## src/rtl/regfile_write_arbiter.sv

```systemverilog
// Round-robin arbiter for the register file's single write port, shared by the
// ALU and load/multicycle writeback paths, plus a sequencer that clears all registers.
module regfile_write_arbiter #(
  parameter int DATA_W = 16,
  parameter int NREG   = 16,
  parameter int SEL_W  = 4
) (
  input  logic              CLK,
  input  logic              RST,
  input  logic              req0_valid,
  input  logic [SEL_W-1:0]  req0_sel,
  input  logic [DATA_W-1:0] req0_dat,
  output logic              req0_ready,
  input  logic              req1_valid,
  input  logic [SEL_W-1:0]  req1_sel,
  input  logic [DATA_W-1:0] req1_dat,
  output logic              req1_ready,
  input  logic              clr_start,
  output logic              clr_busy,
  output logic              clr_done,
  output logic              WEN,
  output logic [SEL_W-1:0]  wsel,
  output logic [DATA_W-1:0] wdat
);

  localparam int CNT_W = SEL_W + 1;
  localparam logic [CNT_W-1:0] LAST_IDX = CNT_W'(NREG - 1);

  typedef enum logic {S_IDLE, S_CLEAR} state_t;

  state_t              state_q, state_d;
  logic [CNT_W-1:0]    count_q, count_d;
  logic [CNT_W-1:0]    count_nxt;
  logic                last_grant_q, last_grant_d;
  logic                wen_q, wen_d;
  logic [SEL_W-1:0]    wsel_q, wsel_d;
  logic [DATA_W-1:0]   wdat_q, wdat_d;
  logic                clr_done_q, clr_done_d;
  logic                gnt0, gnt1;

  // Grants only in IDLE with no clear request; last_grant=1 means req1 won last.
  always_comb begin
    gnt0 = 1'b0;
    gnt1 = 1'b0;
    if (!RST && state_q == S_IDLE && !clr_start) begin
      if (req0_valid && req1_valid) begin
        gnt0 = last_grant_q;
        gnt1 = !last_grant_q;
      end else begin
        gnt0 = req0_valid;
        gnt1 = req1_valid;
      end
    end
  end

  assign count_nxt = count_q + CNT_W'(1);

  // count holds the index of the clear write currently on the port.
  always_comb begin
    state_d      = state_q;
    count_d      = count_q;
    last_grant_d = last_grant_q;
    wen_d        = 1'b0;
    wsel_d       = wsel_q;
    wdat_d       = wdat_q;
    clr_done_d   = 1'b0;
    case (state_q)
      S_IDLE: begin
        if (clr_start) begin
          state_d = S_CLEAR;
          count_d = '0;
          wen_d   = 1'b1;
          wsel_d  = '0;
          wdat_d  = '0;
        end else if (gnt0) begin
          wen_d        = 1'b1;
          wsel_d       = req0_sel;
          wdat_d       = req0_dat;
          last_grant_d = 1'b0;
        end else if (gnt1) begin
          wen_d        = 1'b1;
          wsel_d       = req1_sel;
          wdat_d       = req1_dat;
          last_grant_d = 1'b1;
        end
      end
      S_CLEAR: begin
        if (count_q == LAST_IDX) begin
          state_d    = S_IDLE;
          count_d    = '0;
          clr_done_d = 1'b1;
        end else begin
          count_d = count_nxt;
          wen_d   = 1'b1;
          wsel_d  = count_nxt[SEL_W-1:0];
          wdat_d  = '0;
        end
      end
      default: state_d = S_IDLE;
    endcase
  end

  always_ff @(posedge CLK) begin
    if (RST) begin
      state_q      <= S_IDLE;
      count_q      <= '0;
      last_grant_q <= 1'b1;
      wen_q        <= 1'b0;
      wsel_q       <= '0;
      wdat_q       <= '0;
      clr_done_q   <= 1'b0;
    end else begin
      state_q      <= state_d;
      count_q      <= count_d;
      last_grant_q <= last_grant_d;
      wen_q        <= wen_d;
      wsel_q       <= wsel_d;
      wdat_q       <= wdat_d;
      clr_done_q   <= clr_done_d;
    end
  end

  assign req0_ready = gnt0;
  assign req1_ready = gnt1;
  assign clr_busy   = (state_q == S_CLEAR);
  assign clr_done   = clr_done_q;
  assign WEN        = wen_q;
  assign wsel       = wsel_q;
  assign wdat       = wdat_q;

endmodule
```

## config.mk

```make
export PLATFORM = sky130hd
export DESIGN_NAME = regfile_write_arbiter
export DESIGN_NICKNAME = d
export VERILOG_FILES = /design/src/rtl/regfile_write_arbiter.sv
export SDC_FILE = /design/constraint.sdc
export NUM_CORES = 1
export LEC_CHECK = 0
export ABC_AREA = 1
export ABC_CLOCK_PERIOD_IN_PS = 3300
export CAP_MARGIN = 30
export CORE_MARGIN = 2
export CORE_UTILIZATION = 36
export CTS_CLUSTER_SIZE = 30
export DETAILED_ROUTE_END_ITERATION = 16
export HOLD_SLACK_MARGIN = 0.08
export MAX_ROUTING_LAYER = met4
export PLACE_DENSITY = 0.74
export RECOVER_POWER = 50
export SYNTH_ARGS = -nofsm -noshare
export SYNTH_HDL_FRONTEND = slang
export SYNTH_SLANG_ARGS = --single-unit
export TNS_END_PERCENT = 30
```

## constraint.sdc

```tcl
create_clock -name CLK -period 3.3 [get_ports CLK]
set_input_delay 0.33 -clock CLK [delete_from_list [all_inputs] [get_ports CLK]]
set_output_delay 0.33 -clock CLK [all_outputs]
set_load 0.005 [all_outputs]
```

---- Yosys cells after proc, flatten, opt, wreduce, memory -nomap -nowiden ----
Cells that the tools add are included.
cells by class
  $lt $le $gt $ge ......................... 0
  div/mod/pow operators ................... 0
  mux-type cells .......................... 27
  multipliers ............................. 0
  $add $sub $neg .......................... 1
  equality and inequality tests ........... 4
  reductions and logical operators ........ 10
  shift operators ......................... 0
  bitwise operators ....................... 2
operators with widths
  kind                                                                    number
  16-bit two-way mux                                                      4
  16-bit case mux with 2 select lines                                     1
  4-bit two-way mux                                                       4
  1-bit two-way mux                                                       12
  5-bit two-way mux                                                       2
  5-bit case mux with 2 select lines                                      1
  4-bit case mux with 2 select lines                                      1
  5-bit by 1-bit adder with 5-bit output (second input constant)          1
  5-bit by 4-bit equality test with 1-bit output (second input constant)  1
  2-bit != test (second input constant)                                   2
  4-bit != test (second input constant)                                   1
  1-bit case mux with 2 select lines                                      2
  1-bit logical AND                                                       3
  1-bit zero test                                                         3
  3-bit AND reduction                                                     1
  1-bit inverter                                                          2
  2-bit AND reduction                                                     1
  2-bit nonzero test                                                      1
  2-bit OR reduction                                                      1
word-level totals
  bits in writable memories ............... 0
  bits of input ports ..................... 45
  latch bits .............................. 0
  memories ................................ 0
  ROM bits ................................ 0
  logic and storage cells ................. 51
  register bits ........................... 29
  output and inout port bits .............. 25

---- Logic depth before layout (Yosys ltp) ----
Gate-level depths: netlist of run 1.
  word-level depth ........................ 8
  gate-level depth with buffers ........... 10
  mapped depth without buffers ............ 8

---- Worst setup path after synthesis of run 1 ----
No wires, ideal clock.
  path type ............................... reg2reg
  from .................................... register count_q[0]
  to ...................................... register wdat_q[0] (netlist: wdat[0])
  cell stages (with the launch flop) ...... 9
  data required time ...................... 3.242 ns
  path slack .............................. 1.829 ns
  period minus slack after synthesis ...... 1.471 ns
  data arrival time ....................... 1.413 ns
  path buffers ............................ 1
  setup time .............................. 0.058 ns
  path through ............................ dfxtp_1 > ha_1 > nand4_2 > nand2_4 > nand3_4 > nor2_8 > buf_8 > nand2_2 > nand2_1
on the way
  cells in the longest elaborated chain, start to end .. 3
ends and longest elaborated chain
  what                                            line  RTL
  from (decl)                                     32    logic [CNT_W-1:0] count_q, count_d;
  from (signal assigned)                          114   count_q <= count_d;
  5-bit by 4-bit equality test with 1-bit output  88    if (count_q == LAST_IDX) begin
  2-bit != test (no source line)                  n/a
  2-bit AND reduction (no source line)            n/a
  to (signal assigned)                            118   wdat_q <= wdat_d;
  to (decl)                                       37    logic [DATA_W-1:0] wdat_q, wdat_d;
No other way between the ends.
A chain may end at the register's enable or synchronous reset.

---- Final worst setup path of run 1 ----
  from .................................... register state_q (netlist: clr_busy)
  to ...................................... output req1_ready
on the way
  cells in the longest elaborated chain, start to end .. 4
ends and longest elaborated chain
  what                             line  RTL
  from (decl)                      31    state_t state_q, state_d;
  from (signal assigned)           113   state_q <= state_d;
  1-bit inverter                   n/a
  1-bit logical AND (2 in series)  45    if (!RST && state_q == S_IDLE && !clr_start) begin
  1-bit two-way mux                45
  to (decl)                        17    output logic req1_ready,
No other way between the ends.

==> insert_results.sql, run 1 <==
INSERT INTO impl_metrics (metric_group, metric, value, unit) VALUES
('outcome', 'status', 'finished, final reports clean', ''),
('drt', 'postRouteAntennaNets', '0', ''),
('yosys', 'count_of_flip_flops_with_a_built_in_enable_after_synthesis', '0', ''),
('floorplan', 'initial_utilization', '37.7', '%'),
('setup_path', 'crit_path_top_delay_cell', 'dfxtp_1', ''),
('sta', 'worst_slew_pin_slew', '0.601', 'ns'),
('yosys', 'flip_flop_and_latch_count_after_synthesis', '29', ''),
('sta', 'layout_setup_ws', '0.606', 'ns'),
('yosys', 'synth_compound_area_share', '5.11', '%'),
('clocking', 'cts_root_buffer', 'clkbuf_8', ''),
('sta', 'setup_viol', '0', ''),
('finish', 'final_layout_size_suffix_gt1_share', '9.24', '%'),
('power', 'p_per_area', '371', 'nW/um^2'),
('drt', 'firstDrtPassIters', '4', ''),
('drt', 'drt_wl_total', '4010', 'um'),
('clocking', 'cts_tree', 'done', ''),
('sta', 'finalMaxSlewViolations', '0', ''),
('sta', 'final_period_demand_of_the_worst_path', '2.69', 'ns'),
('finish', 'fillers', '441', ''),
('yosys', 'postSynthAreaPerCell', '6.76', 'um^2'),
('global_route', 'groute.usage.overall', '17.0', '%'),
('sta', 'final-hold-violation-count', '0', ''),
('yosys', 'yosys_warnings', '0', ''),
('setup_path', 'cpLargestDelayFamily', 'buffers and inverters', ''),
('power', 'total_power', '0.902', 'mW'),
('place', 'preCtsSetupSlack', '0.863', 'ns'),
('yosys', 'synth_top_cells_by_area', 'dfxtp_1 35%, nand2_1 12%, nor2_1 11%', ''),
('sta', 'finalCritPeriodShare', '81.6', '%'),
('job', 'max_cap_viols', '0', ''),
('power', 'power.leakage', '1.16', 'nW'),
('drt', 'route.detailed.drc', '0', ''),
('clocking', 'clk_path_buf_depth', '2', ''),
('setup_path', 'cp_data_required_time', '2.97', 'ns'),
('floorplan', 'floorplan.die_area', '5180', 'um^2'),
('sta', 'max-slew-margin-rel', '59.8', '%'),
('setup_path', 'critPathMaxStageDelay', '0.62', 'ns'),
('yosys', 'synth_top_area_share', '34.9', '%'),
('finish', 'fin_util', '55.1', '%'),
('setup_path', 'setup.worst_path.start_class', 'flop', ''),
('setup_path', 'worstPathCellList', 'clkinvlp_2, nand2_8, nor2_8, o211ai_1, inv_1, clkdlybuf4s50_1', ''),
('drt', 'vias', '1693', ''),
('yosys', 'combinational_family_with_the_most_area_after_synthesis', 'simple AND/OR/NAND/NOR gates', ''),
('yosys', 'synthMostInstantiatedCell', 'nand2_1', ''),
('yosys', 'netlist.top_cell.by_area', 'dfxtp_1', ''),
('finish', 'final_net_count', '360', ''),
('yosys', 'synthXorXnorAreaFrac', '0', '%'),
('clocking', 'postCtsHoldBufs', '0', ''),
('power', 'ir_worst_vdd', '0.195', 'mV'),
('yosys', 'yosys.cell_types.count', '33', ''),
('setup_path', 'critical_path.n_buffers_inverters', '3', ''),
('clocking', 'post_cts.resized_instances', '0', ''),
('sta', 'maxClockFrequency', '0.371', 'GHz'),
('setup_path', 'crit_path_end_kind', 'output pin', ''),
('min_path', 'worst_hold_path_type', 'reg -> reg', ''),
('sta', 'totalNegativeSetupSlack', '0', 'ns'),
('yosys', 'ys_seq_area_share', '34.9', '%'),
('clocking', 'cts_buffers', '5', ''),
('drt', 'initialDrtViolationCount', '67', ''),
('finish', 'syn_to_final_growth', '46.2', '%'),
('global_route', 'grt_antenna_before_repair', '0', ''),
('clocking', 'post_cts_setup_bufs', '0', ''),
('sta', 'rsz0062_at_grt', 'no', ''),
('yosys', 'synth.net_count', '292', ''),
('clocking', 'num_clock_sinks', '29', ''),
('global_route', 'grt_max_degree', '38', ''),
('place', 'gp_congestion', '0.871', ''),
('floorplan', 'ioPinCount', '70', ''),
('sta', 'fin_worst_skew', '0.00355', 'ns'),
('clocking', 'cts_htree_levels', '2', ''),
('place', 'placement.io_buffers', '69', ''),
('clocking', 'clock_latency', '0.28', 'ns');
## kinds of logic after synthesis
family          after synthesis
compound gates               12
mux                           1
fa+ha+maj                     1
buf+inv                      45
flops                        29
simple gates                158
## cells in the final DEF, fill, tap and decap left out, drive strengths merged
cell and instances:
nand2 65, o21ai 3, buf 1, a31oi 1, nor2 54, clkinvlp 1, ha 1, o22ai 1
nand3 32, inv 35, clkbuf 7, a41oi 1, o211ai 2, dfxtp 29, a21oi 3, o31ai 1
nand4 6, clkdlybuf4s50 49, dlygate4sd3 20, mux2i 1, nor3 1
## routing by layer
| metal | wire (um) | part of all wire (%) | up-vias | global-route usage, % |
|---|---|---|---|---|
| li1 | - | - | 902 | - |
| met1 | 1810 | 45 | 725 | 20.0 |
| met2 | 1870 | 47 | 59 | 27.8 |
| met3 | 270 | 6.7 | 7 | 4.44 |
| met4 | 62 | 1.5 | 0 | 6.29 |
| met5 | 0 | 0 | - | - |
## metrics by stage
| step | hold slack (ns) | cell area, um^2 | std cells |
|---|---|---|---|
| after global routing | 0.460 | 2430 | 366 |
| after global placement | 0.439 | 2350 | 359 |
| final | 0.449 | 2430 | 366 |
| after CTS | 0.453 | 2440 | 366 |
| after floorplan | 0.445 | 1660 | 246 |
| after detailed placement | 0.444 | 2350 | 359 |
## worst min-delay path, stage by stage (launching register included)
cell and delay (ns):
dfxtp_1 0.31, nand2_1 0.06, nand2_1 0.04
## final cells by class
class	instances	area (um^2)	area share (%)
Multi-Input combinational cell	172	866	35.6
Clock buffer	7	86.3	3.55
Sequential cell	29	581	23.9
Tap cell	52	65.1	2.67
Timing Repair Buffer	70	698	28.7
Inverter	36	136	5.61
## sequential cells by signal, summed over array words and instances (netlist names)
signal        count
last_grant_q      1
wsel              4
clr_busy          1
wdat             16
count_q           5
clr_done          1
WEN               1
## final timing paths
kind | slack (ns) | depth (start not counted) | from | to
worst max register to register | 0.91 | 8 | clr_busy | wdat[12]
worst min-delay path | 0.45 | 2 | wdat[14] | wdat[14]
worst max-delay path | 0.61 | 6 | clr_busy | req1_ready
worst min register to register | 0.45 | 2 | wdat[14] | wdat[14]
## power breakdown
group          switching [mW]  total, mW  internal [mW]  leakage [nW]
Clock                   0.122      0.287          0.165        0.0443
Combinational           0.102      0.220          0.118         0.878
Sequential             0.0184      0.395          0.377         0.238
Total                   0.242      0.902          0.660          1.16
Note: power is estimated with default switching activity, not from simulation.
==> run 2: changes to the inputs <==
--- a/config.mk
+++ b/config.mk
@@ -6,7 +6,7 @@
 export NUM_CORES = 1
 export LEC_CHECK = 0
 export ABC_AREA = 1
-export ABC_CLOCK_PERIOD_IN_PS = 3300
+export ABC_CLOCK_PERIOD_IN_PS = 2500
 export CAP_MARGIN = 30
 export CORE_MARGIN = 2
 export CORE_UTILIZATION = 36
==> constraint.sdc (replaced) <==
create_clock -name CLK -period 2.5 [get_ports CLK]
set_input_delay 0.25 -clock CLK [delete_from_list [all_inputs] [get_ports CLK]]
set_output_delay 0.25 -clock CLK [all_outputs]
set_load 0.005 [all_outputs]
==> insert_results.sql, run 2 (synthesized netlist as in run 1, its figures left out) <==
INSERT INTO impl_metrics (metric_group, metric, value, unit) VALUES
('global_route', 'residual_overflow_from_global_routing', '0', ''),
('power', 'power.leakage', '1.18', 'nW'),
('setup_path', 'crit_path_end_kind', 'output pin', ''),
('setup_path', 'worstPathArrival', '1.90', 'ns'),
('sta', 'fin_worst_skew', '0.00365', 'ns'),
('sta', 'maxClockFrequency', '0.465', 'GHz'),
('clocking', 'num_clock_sinks', '29', ''),
('setup_path', 'cp_common_cell', 'clkdlybuf4s50_1', ''),
('sta', 'max-slew-margin-rel', '71.2', '%'),
('power', 'total_power', '1.32', 'mW'),
('setup_path', 'cpLargestDelayFamily', 'buffers and inverters', ''),
('global_route', 'grt_antenna_before_repair', '0', ''),
('outcome', 'status', 'finished, final reports clean', ''),
('drt', 'average_wire_per_standard_cell', '11.4', 'um'),
('global_route', 'grt_max_degree', '38', ''),
('setup_path', 'crit_path_top_delay_cell', 'clkdlybuf4s50_1', ''),
('setup_path', 'critical_path.max_fanout', '17', ''),
('drt', 'route.detailed.drc', '0', ''),
('finish', 'final_layout_size_suffix_gt1_share', '9.49', '%'),
('setup_path', 'setup.worst_path.start_class', 'primary input', ''),
('drt', 'initialDrtViolationCount', '69', ''),
('drt', 'via_per_inst', '4.63', ''),
('clocking', 'clk_path_buf_depth', '2', ''),
('setup_path', 'cp_data_required_time', '2.25', 'ns'),
('drt', 'postRouteAntennaNets', '0', ''),
('finish', 'layout_commonest_cell', 'nand2_1', ''),
('global_route', 'groute.usage.overall', '17.8', '%'),
('place', 'gp_congestion', '0.896', ''),
('drt', 'drt_wl_total', '4190', 'um'),
('finish', 'largest_register_ff_count', '16', ''),
('setup_path', 'worstPathCellList', 'clkdlybuf4s50_1, inv_2, nand2_8, nor2_8, o211ai_1, inv_1, clkdlybuf4s50_1', ''),
('drt', 'vias', '1704', ''),
('min_path', 'worst_hold_path_type', 'reg -> reg', ''),
('sta', 'finalMaxSlewViolations', '0', ''),
('power', 'ir_worst_vdd', '0.257', 'mV'),
('global_route', 'grt_pass1_wl', '7010', 'um'),
('drt', 'firstDrtPassIters', '4', ''),
('clocking', 'postCtsHoldBufs', '0', ''),
('sta', 'setup_viol', '0', ''),
('clocking', 'cts_htree_levels', '2', ''),
('clocking', 'post_cts_setup_bufs', '0', ''),
('sta', 'final-hold-violation-count', '0', ''),
('floorplan', 'die-width', '72.0', 'um'),
('sta', 'rsz0062_at_grt', 'no', ''),
('finish', 'fillers', '439', ''),
('place', 'detailed_place_hpwl', '3110', 'um'),
('floorplan', 'ioPinCount', '70', ''),
('floorplan', 'initial_utilization', '37.7', '%'),
('finish', 'syn_to_final_growth', '48.0', '%'),
('floorplan', 'rows', '24', ''),
('global_route', 'grt_pass1_vias', '1633', ''),
('finish', 'final_net_count', '361', ''),
('sta', 'final_period_demand_of_the_worst_path', '2.15', 'ns'),
('job', 'max_cap_viols', '0', ''),
('place', 'placement.io_buffers', '69', ''),
('finish', 'fin_util', '55.8', '%'),
('sta', 'totalNegativeSetupSlack', '0', 'ns'),
('floorplan', 'core_region_area', '4410', 'um^2'),
('clocking', 'cts.reportedPaths.clkPinSlew', '0.06', 'ns'),
('power', 'p_per_area', '534', 'nW/um^2'),
('finish', 'diodes', '0', ''),
('clocking', 'cts_tree', 'done', ''),
('clocking', 'cts_root_buffer', 'clkbuf_8', ''),
('setup_path', 'crit_type', 'in -> out', ''),
('sta', 'worst_slew_pin_slew', '0.432', 'ns'),
('finish', 'layout.cells.most_common_list', '54 x nand2_1, 50 x nor2_1, 49 x clkdlybuf4s50_1', ''),
('setup_path', 'critPathMaxStageDelay', '0.52', 'ns'),
('floorplan', 'die_h', '72.0', 'um'),
('sta', 'finalCritPeriodShare', '86.0', '%'),
('clocking', 'post_cts.resized_instances', '0', ''),
('floorplan', 'floorplan.die_area', '5180', 'um^2'),
('clocking', 'cts_buffers', '5', ''),
('setup_path', 'critical_path.n_buffers_inverters', '4', ''),
('clocking', 'clock_latency', '0.28', 'ns');
run 2: final timing paths:
| check | startpoint | endpoint | slack [ns] | depth (start not counted) |
|---|---|---|---|---|
| max | clr_start | req1_ready | 0.35 | 7 |
| max reg2reg | count_q[0] | wdat[12] | 0.50 | 7 |
| min reg2reg | wdat[6] | wdat[6] | 0.45 | 2 |
| min | wdat[6] | wdat[6] | 0.45 | 2 |
run 2: layout make-up:
type                    count  area, um^2  area share (%)
clock buffers               7        86.3            3.50
clock inverters             1        30.0            1.22
inverters                  36         138            5.59
multi-input cells         172         858            34.8
flip-flops and latches     29         581            23.6
well taps                  52        65.1            2.64
repair buffers             71         706            28.6
run 2: tightest hold or removal path, stage by stage, from the launching register on:
cell and delay (ns):
dfxtp_1 0.32, nand2_2 0.06, nand2_1 0.04
run 2: per-layer routing:
layer	wire length [um]	vias to the layer above	share of wire, %	global-route usage [%]
met5	0	-	0	-
met4	61	0	1.5	7.55
met3	302	6	7.2	3.89
met2	1940	61	46	27.7
met1	1890	733	45	22.3
li1	-	904	-	-
run 2: power breakdown:
group	leakage, nW	internal (mW)	switching [mW]
Combinational	0.884	0.156	0.137
Clock	0.0585	0.324	0.176
Sequential	0.238	0.497	0.0246
Total	1.18	0.978	0.338
run 2: metrics by stage:
step	area, um^2	setup slack, ns	hold slack (ns)	instances
2_1_floorplan	1660	1.03	0.445	246
3_3_place_gp	2360	0.384	0.445	360
3_5_place_dp	2360	0.345	0.447	360
4_1_cts	2480	0.331	0.459	368
5_1_grt	2460	0.232	0.461	368
6_report	2460	0.350	0.453	368
==> run 3: changes to the inputs <==
--- a/config.mk
+++ b/config.mk
@@ -6,7 +6,6 @@
 export NUM_CORES = 1
 export LEC_CHECK = 0
 export ABC_AREA = 1
-export ABC_CLOCK_PERIOD_IN_PS = 2500
 export CAP_MARGIN = 30
 export CORE_MARGIN = 2
 export CORE_UTILIZATION = 36
==> results of run 3 <==
The final DEF is identical to that of run 2; final timing and power are the same.
